<file path="src/rtl/rv32i_pkg.sv">
// Shared RV32I pipeline definitions: reset/bubble constants and the IF/ID payload.
package rv32i_pkg;

    localparam int unsigned XLEN = 32;

    localparam logic [XLEN-1:0] RESET_PC_DEFAULT = 32'h0000_0000;
    localparam logic [XLEN-1:0] NOP_INSTR        = 32'h0000_0013;

    typedef struct packed {
        logic            valid;
        logic [XLEN-1:0] instr;
        logic [XLEN-1:0] pc;
        logic [XLEN-1:0] pc_plus4;
        logic            misalign;
    } if_id_t;

endpackage

</file>
<file path="src/rtl/if_id_reg.sv">
// IF/ID pipeline register: sync active-low reset, flush to a bubble, load on enable.
module if_id_reg
    import rv32i_pkg::*;
#(
    parameter logic [XLEN-1:0] NOP_WORD = NOP_INSTR
) (
    input  logic   clk,
    input  logic   rst_n,
    input  logic   en,
    input  logic   flush,
    input  if_id_t d,
    output if_id_t q
);

    // Flush keeps the pc fields so decode still sees the last address on a bubble.
    always_ff @(posedge clk) begin
        if (!rst_n) begin
            q.valid    <= 1'b0;
            q.instr    <= NOP_WORD;
            q.pc       <= '0;
            q.pc_plus4 <= '0;
            q.misalign <= 1'b0;
        end else if (flush) begin
            q.valid    <= 1'b0;
            q.instr    <= NOP_WORD;
            q.misalign <= 1'b0;
        end else if (en) begin
            q <= d;
        end
    end

endmodule

</file>
<file path="src/rtl/fetch_stage.sv">
// RV32I instruction-fetch stage: PC, next-PC selection, misaligned-target flag,
// fetch counter and the IF/ID register feeding decode.
module fetch_stage #(
    parameter logic [31:0] RESET_PC  = rv32i_pkg::RESET_PC_DEFAULT,
    parameter logic [31:0] NOP_INSTR = rv32i_pkg::NOP_INSTR
) (
    input  logic        clk,
    input  logic        rst_n,
    input  logic        stall_i,
    input  logic        redirect_i,
    input  logic [31:0] redirect_pc_i,
    output logic [31:0] imem_addr_o,
    input  logic [31:0] imem_instr_i,
    output logic        id_valid_o,
    output logic [31:0] id_instr_o,
    output logic [31:0] id_pc_o,
    output logic [31:0] id_pc_plus4_o,
    output logic        id_misalign_o,
    output logic [31:0] fetch_cnt_o
);

    localparam int unsigned XLEN = rv32i_pkg::XLEN;

    logic [XLEN-1:0]   pc_q;
    logic              misalign_pend_q;
    logic [XLEN-1:0]   fetch_cnt_q;
    logic [XLEN-1:0]   pc_plus4_c;
    logic              advance_c;
    rv32i_pkg::if_id_t if_id_d;
    rv32i_pkg::if_id_t if_id_q;

    assign pc_plus4_c = pc_q + XLEN'(4);
    assign advance_c  = !stall_i && !redirect_i;

    // Entry captured on an advance; the misalign flag tags the first fetch after a redirect.
    always_comb begin
        if_id_d          = '0;
        if_id_d.valid    = 1'b1;
        if_id_d.instr    = imem_instr_i;
        if_id_d.pc       = pc_q;
        if_id_d.pc_plus4 = pc_plus4_c;
        if_id_d.misalign = misalign_pend_q;
    end

    // Redirect beats stall: a taken branch in EX must never be held back by a load-use bubble.
    always_ff @(posedge clk) begin
        if (!rst_n) begin
            pc_q            <= RESET_PC;
            misalign_pend_q <= 1'b0;
            fetch_cnt_q     <= '0;
        end else if (redirect_i) begin
            pc_q            <= {redirect_pc_i[31:2], 2'b00};
            misalign_pend_q <= |redirect_pc_i[1:0];
        end else if (!stall_i) begin
            pc_q            <= pc_plus4_c;
            misalign_pend_q <= 1'b0;
            fetch_cnt_q     <= fetch_cnt_q + XLEN'(1);
        end
    end

    if_id_reg #(
        .NOP_WORD (NOP_INSTR)
    ) u_if_id_reg (
        .clk   (clk),
        .rst_n (rst_n),
        .en    (advance_c),
        .flush (redirect_i),
        .d     (if_id_d),
        .q     (if_id_q)
    );

    assign imem_addr_o   = pc_q;
    assign id_valid_o    = if_id_q.valid;
    assign id_instr_o    = if_id_q.instr;
    assign id_pc_o       = if_id_q.pc;
    assign id_pc_plus4_o = if_id_q.pc_plus4;
    assign id_misalign_o = if_id_q.misalign;
    assign fetch_cnt_o   = fetch_cnt_q;

endmodule

</file>
<file path="config.mk">
export PLATFORM = sky130hd
export DESIGN_NAME = fetch_stage
export DESIGN_NICKNAME = d
export VERILOG_FILES = /design/src/rtl/rv32i_pkg.sv /design/src/rtl/if_id_reg.sv /design/src/rtl/fetch_stage.sv
export SDC_FILE = /design/constraint.sdc
export NUM_CORES = 1
export LEC_CHECK = 0
export CAP_MARGIN = 20
export CORE_UTILIZATION = 30
export DETAILED_ROUTE_END_ITERATION = 8
export MAX_ROUTING_LAYER = met4
export PLACE_DENSITY = 0.53
export SLEW_MARGIN = 20
export SYNTH_ARGS = -nofsm -noshare
export SYNTH_HDL_FRONTEND = slang
export SYNTH_HIERARCHICAL = 1
export SYNTH_SLANG_ARGS = --single-unit
</file>
<file path="constraint.sdc">
create_clock -name clk -period 3.2 [get_ports clk]
set_input_delay 0.8 -clock clk [delete_from_list [all_inputs] [get_ports clk]]
set_output_delay 0.8 -clock clk [all_outputs]
set_load 0.02 [all_outputs]
</file>
==> qor.csv, run 1 <==
stage,metric,value,unit
outcome,status,"finished, final reports clean",
power,p_int,3.45,mW
timing,setup-tns-final,0,ns
global_routing,grt_overflow_total,0,
layout,regArea,3220,um2
layout,areaGrowthSynthToFinish,40.2,%
die,die_w,162,um
power,power_density,445,nW/um2
timing,fmax,390,MHz
timing,slew_violations,0,
clocking,cts_root_buffer,clkbuf_16,
layout,multi_input_area,3980,um2
run,drv_cap,0,
layout,fillers,2570,
clocking,tritoncts,yes,
setup_path,critPathLaunchType,input port,
global_routing,grt_antenna_before_repair,1,
route,drtIter0Drc,387,
route,via_count,6962,
setup_path,path_max_fanout,16,
power,power_switching,1.34,mW
layout,fin_cells,1437,
die,die_y,162,um
logic_synthesis,synth_edf_count,0,
setup_path,crit_start,redirect_i,
power,p_leak,3.66,nW
logic_synthesis,yosysWarnings,6,
timing,min_period,2.56,ns
route,first_pass_iters,4,
clocking,htree_levels,4,
die,dieArea,26200,um2
route,detail_route.wirelength,22900,um
power,clockPowerShare,43.7,%
setup_path,worstReg2RegEnd,u_if_id_reg/q[27],
logic_synthesis,synthCells,881,
place,io_buffers,227,
power,max-vdd-ir-drop,230,uV
clocking,cts_setup_buffers,0,
power,seqPwrFrac,44.6,%
power,pwr-share-comb,11.7,%
logic_synthesis,synth_seq_cells,161,
setup_path,regToRegSetupSlack,0.79,ns
die,io_pins,230,
setup_path,critical_path_class,in -> reg,
clocking,cts.sinks,161,
timing,layout_setup_ws,0.639,ns
timing,worstMarginPinSlew,0.860,ns
layout,most-common-layout-cells,"clkdlybuf4s50_1, nand2_1, dfxtp_1, mux2i_1, nor2_1",
route,drc,0,
place,dp_cells,1404,
route,detail-route-antenna-nets,0,
clocking,cts_buffer_depth,2,
clocking,cts_resized,0,
timing,final-hold-violation-count,0,
place,place_ws,0.199,ns
die,start_util,30.6,%
logic_synthesis,synth-main-ff-cell,dfxtp_1,
worst_hold_path,hp-class,reg -> reg,
place,gp_congestion,0.827,
setup_path,worstPathArrival,2.93,ns
timing,setup_viol_count_final,0,
route,viasPerCell,4.84,
logic_synthesis,syn_area,7670,um2
die,placementRows,58,
timing,rsz0062_at_grt,no,
setup_path,rr_worst_depth,6,
setup_path,worstSetupEndpoint,fetch_cnt_o[31],
die,core,25100,um2
place,placed_area,10200,um2
global_routing,grt_pass1_wl,36100,um
logic_synthesis,async_reset_ff_share,0,%
layout,drive_gt1_share,6.60,%
logic_synthesis,seq_area_frac_synth,42.0,%
layout,fin_area,10800,um2
clocking,hold_buffers,0,
setup_path,critical_path.endpoint_type,register,
clocking,clk_latency,0.43,ns
power,p_sw_share,27.9,%
global_routing,track_usage,17.9,%
logic_synthesis,synth_area_per_cell,8.71,um2
clocking,cts_buffers,17,
logic_synthesis,yosysUniqueCellTypes,60,
global_routing,grt_pass1_vias,6668,
place,hpwlAfterDp,15900,um
timing,worst_clock_skew,0.0107,ns
timing,finalCritPeriodShare,80.0,%
setup_path,crit_required,3.57,ns
layout,fin_nets,1163,
layout,mostFrequentLayoutCell,clkdlybuf4s50_1,
clocking,clkTransAtPathRegs,0.08,ns
setup_path,r2r_start,imem_addr_o[6],
timing,slew_headroom,42.2,%
global_routing,grt_max_degree,78,
route,wl_per_cell,15.9,um
[per-stage QoR]
| step | util [%] | total power, mW | hold slack [ns] |
|---|---|---|---|
| after floorplan | - | 2.48 | 0.464 |
| after global routing | 42.8 | 4.99 | 0.475 |
| after detailed placement | 40.5 | 2.74 | 0.449 |
| after CTS | 42.8 | 4.84 | 0.461 |
| after global placement | 40.5 | 2.74 | 0.443 |
| final | 42.8 | 4.78 | 0.458 |
[synth_stat cells (2+ instances only)]
master | number | share of area, %
a21oi_1 | 30 | 2.0
inv_1 | 12 | 0.59
o311a_1 | 3 | 0.39
nand4_1 | 19 | 1.5
xor2_1 | 23 | 2.6
a21o_1 | 3 | 0.29
buf_6 | 2 | 0.29
or4_1 | 23 | 2.3
nor2_1 | 66 | 3.2
dfxtp_1 | 161 | 42
a311oi_1 | 3 | 0.34
nand3_1 | 27 | 1.8
buf_12 | 7 | 1.8
nand2b_1 | 6 | 0.49
or2_2 | 3 | 0.24
nor3b_1 | 2 | 0.20
and3_1 | 4 | 0.33
buf_4 | 5 | 0.49
conb_1 | 2 | 0.098
nor2b_1 | 3 | 0.24
or3_1 | 12 | 0.98
nor4_1 | 8 | 0.65
and4_1 | 5 | 0.57
a32oi_1 | 2 | 0.23
buf_8 | 2 | 0.39
mux2i_1 | 98 | 13
a31oi_1 | 10 | 0.82
ha_1 | 2 | 0.33
nand2_1 | 171 | 8.4
o31ai_1 | 20 | 2.0
a211o_1 | 3 | 0.34
o311ai_0 | 2 | 0.23
nand4b_1 | 2 | 0.23
clkbuf_1 | 33 | 1.6
buf_2 | 18 | 1.2
o21ai_0 | 28 | 1.8
nor3_1 | 14 | 0.91
xnor2_1 | 25 | 2.9
[critical path, stage by stage]
cell	delay, ns
clkdlybuf4s50_1	0.47
and4bb_2	0.32
or4b_1	0.66
or4_1	0.54
a21oi_1	0.14
[worst min-delay path by stage]
stage | startpoint | end | cells after the start
final | u_if_id_reg/q[54] | u_if_id_reg/q[54] | 2
after floorplan | misalign_pend_q | u_if_id_reg/q[0] | 2
after global routing | u_if_id_reg/q[53] | u_if_id_reg/q[53] | 2
after detailed placement | u_if_id_reg/q[15] | u_if_id_reg/q[15] | 2
after global placement | u_if_id_reg/q[35] | u_if_id_reg/q[35] | 2
after CTS | u_if_id_reg/q[35] | u_if_id_reg/q[35] | 2
[routing by layer]
layer	routed length (um)	vias up	share of wire (%)	global-route usage [%]
met3	1520	25	6.6	4.72
met2	10300	204	45	27.8
met5	0	-	0	-
li1	-	3503	-	-
met4	316	0	1.4	5.10
met1	10800	3230	47	22.8
[kinds of logic after synthesis]
| group | after synthesis | synth area share, % |
|---|---|---|
| and+or+nand+nor | 375 | 23.3 |
| AOI/OAI and AO/OA | 114 | 9.49 |
| adders and majority gates | 2 | 0.326 |
| other | 2 | 0.0979 |
| xor gates and xnor gates | 48 | 5.48 |
| DFF | 161 | 42.0 |
| buffers and inverters | 81 | 6.49 |
| muxes | 98 | 12.8 |
[sequential cells by signal, summed over array words and instances, names as in the netlist]
signal / count
imem_addr_o: 30
misalign_pend_q: 1
fetch_cnt_o: 32
u_if_id_reg/q: 98
[power groups by stage]
stage,sequential [mW],combinational [mW],clock (mW)
2_1_floorplan,2.22,0.259,0
3_3_place_gp,2.18,0.563,0
3_5_place_dp,2.18,0.565,0
4_1_cts,2.13,0.568,2.14
5_1_grt,2.14,0.606,2.24
6_report,2.13,0.561,2.09
[layout make-up]
type                            count  share of cell area [%]
Sequential cell                   161                    30.0
Inverter                           12                   0.419
Clock inverter                     15                    1.52
Multi-Input combinational cell    644                    37.0
Timing Repair Buffer              257                    23.3
Clock buffer                       17                    3.95
Antenna cell                        1                  0.0233
Tap cell                          330                    3.84
Power figures use the tool's default switching activity.
==> run 2: changes to the inputs <==
==> constraint.sdc (replaced) <==
create_clock -name clk -period 2.6 [get_ports clk]
set_input_delay 0.65 -clock clk [delete_from_list [all_inputs] [get_ports clk]]
set_output_delay 0.65 -clock clk [all_outputs]
set_load 0.02 [all_outputs]
==> run 2 against run 1 <==
  * Worst setup slack got worse by 0.40 ns
  * Die area did not move
  * Hold slack worse by 0.0022 ns
  * Sequential cell count is the same
  * Highest routed layer unchanged
  * Critical endpoint is now fetch_cnt_o[22]
  * Routed wire length hardly changed
  * Critical path type unchanged
  * Register-to-register slack got worse by 0.44 ns
  * Largest power group unchanged
  * Sequential power grew 23%
==> qor.csv, run 2 (same netlist as run 1, synthesis figures left out) <==
stage,metric,value,unit
outcome,status,"finished, final reports clean",
timing,finalCritPeriodShare,90.6,%
setup_path,crit_chain,clkdlybuf4s50_1 > or3b_1 > or4_4 > or4_1 > a21oi_1,
clocking,hold_buffers,0,
place,io_buffers,227,
setup_path,path_delay_family,simple AND/OR/NAND/NOR gates,
die,start_util,30.6,%
place,placed_area,10400,um2
layout,fin_cells,1464,
die,placementRows,58,
layout,most-common-layout-cells,"clkdlybuf4s50_1, nand2_1, dfxtp_1, mux2i_1, nor2_1",
route,first_pass_iters,5,
timing,worstMarginPinSlew,0.504,ns
global_routing,grt_pass1_vias,6672,
route,via_count,7110,
die,core,25100,um2
clocking,cts_root_buffer,clkbuf_16,
layout,utilization,43.7,%
timing,slew_violations,0,
setup_path,worstPathArrival,2.71,ns
layout,fin_nets,1189,
timing,slew_headroom,66.4,%
layout,mostFrequentLayoutCell,clkdlybuf4s50_1,
power,p_leak,3.78,nW
route,drc,0,
power,power.total,5.84,mW
timing,rsz0062_at_grt,no,
route,detail-route-antenna-nets,0,
power,power_switching,1.55,mW
layout,fin_area,11000,um2
route,viasPerCell,4.86,
layout,drive_gt1_share,8.66,%
power,max-vdd-ir-drop,304,uV
power,p_int,4.28,mW
layout,areaGrowthSynthToFinish,43.0,%
power,seqPwrFrac,44.7,%
power,p_sw_share,26.6,%
place,hpwlAfterDp,16300,um
setup_path,crit_required,2.95,ns
clocking,tritoncts,yes,
timing,final-hold-violation-count,0,
global_routing,track_usage,18.0,%
setup_path,critical_path_class,in -> reg,
setup_path,critical_path.endpoint_type,register,
global_routing,grt_pass1_wl,36300,um
place,dp_cells,1430,
power,pwr-share-comb,12.5,%
route,dr_wl_met2,10600,um
clocking,cts_buffers,17,
route,drtIter0Drc,440,
timing,fmax,424,MHz
die,io_pins,230,
timing,worst_clock_skew,0.0113,ns
timing,timing.hold.ws,0.456,ns
global_routing,grt_overflow_total,0,
clocking,clkTransAtPathRegs,0.07,ns
run,drv_cap,0,
clocking,clk_latency,0.42,ns
clocking,htree_levels,4,
route,top_layer,met4,
route,dr_wl_met3,1680,um
setup_path,critical_path_buf_inv_count,1,
place,gp_congestion,0.839,
power,clockPowerShare,42.8,%
layout,largest_register,u_if_id_reg/q,
setup_path,cpPeakStageDelay,0.58,ns
timing,min_period,2.36,ns
die,die_w,162,um
clocking,cts_buffer_depth,2,
route,detail_route.wirelength,22900,um
worst_hold_path,hp-class,reg -> reg,
route,met1_length,10400,um
setup_path,slowest_stage,or4_4,
power,power_density,532,nW/um2
layout,largest_reg_flops,98,
clocking,cts.sinks,161,
setup_path,critPathLaunchType,input port,
die,dieArea,26200,um2
clocking,cts_resized,0,
route,wl_per_cell,15.6,um
timing,setup_viol_count_final,0,
die,die_y,162,um
global_routing,grt_max_degree,48,
setup_path,path_max_fanout,15,
global_routing,grt_antenna_before_repair,2,
clocking,cts_setup_buffers,0,
## run 2: through the flow
stage	worst slack [ns]	setup TNS [ns]
after global placement	-0.126	-1.31
after CTS	0.228	0
after detailed placement	-0.193	-1.87
final	0.243	0
after global routing	0.178	0
after floorplan	0.207	0
## run 2: power by group through the flow
stage / Clock [mW] / Sequential (mW) / Combinational (mW)
floorplan: 0 / 2.73 / 0.319
global placement: 0 / 2.66 / 0.736
detailed placement: 0 / 2.66 / 0.737
CTS: 2.58 / 2.61 / 0.741
global route: 2.69 / 2.62 / 0.792
finish: 2.50 / 2.61 / 0.732
## run 2: path summary, 6_finish.rpt
kind | slack (ns) | end | start | cells past startpoint
max | 0.24 | fetch_cnt_o[22] | redirect_i | 5
min | 0.46 | u_if_id_reg/q[25] | u_if_id_reg/q[25] | 2
max reg2reg | 0.35 | fetch_cnt_o[31] | fetch_cnt_o[16] | 4
min reg2reg | 0.46 | u_if_id_reg/q[25] | u_if_id_reg/q[25] | 2
## run 2: final cells by class
cell class | instances | area (um2)
Fill cell | 2593 | 14100
Multi-Input combinational cell | 644 | 3980
Sequential cell | 161 | 3220
Timing Repair Buffer | 283 | 2730
Clock buffer | 20 | 457
Tap cell | 330 | 413
Clock inverter | 12 | 123
Inverter | 12 | 45.0
Antenna cell | 2 | 5.00
## run 2: per-layer routing
layer  GRT usage, %  vias to the layer above
li1               -                     3550
met1           23.1                     3332
met2           28.3                      220
met3           4.62                        8
met4           3.82                        0
met5              -                        -
## run 2: worst reg2reg max path, delay by kind of cell (launching register included)
family           cells  cell delay, ns
AO/OA/AOI/OAI        1            0.14
flip-flops           1            0.47
AND/OR/NAND/NOR      3            1.57
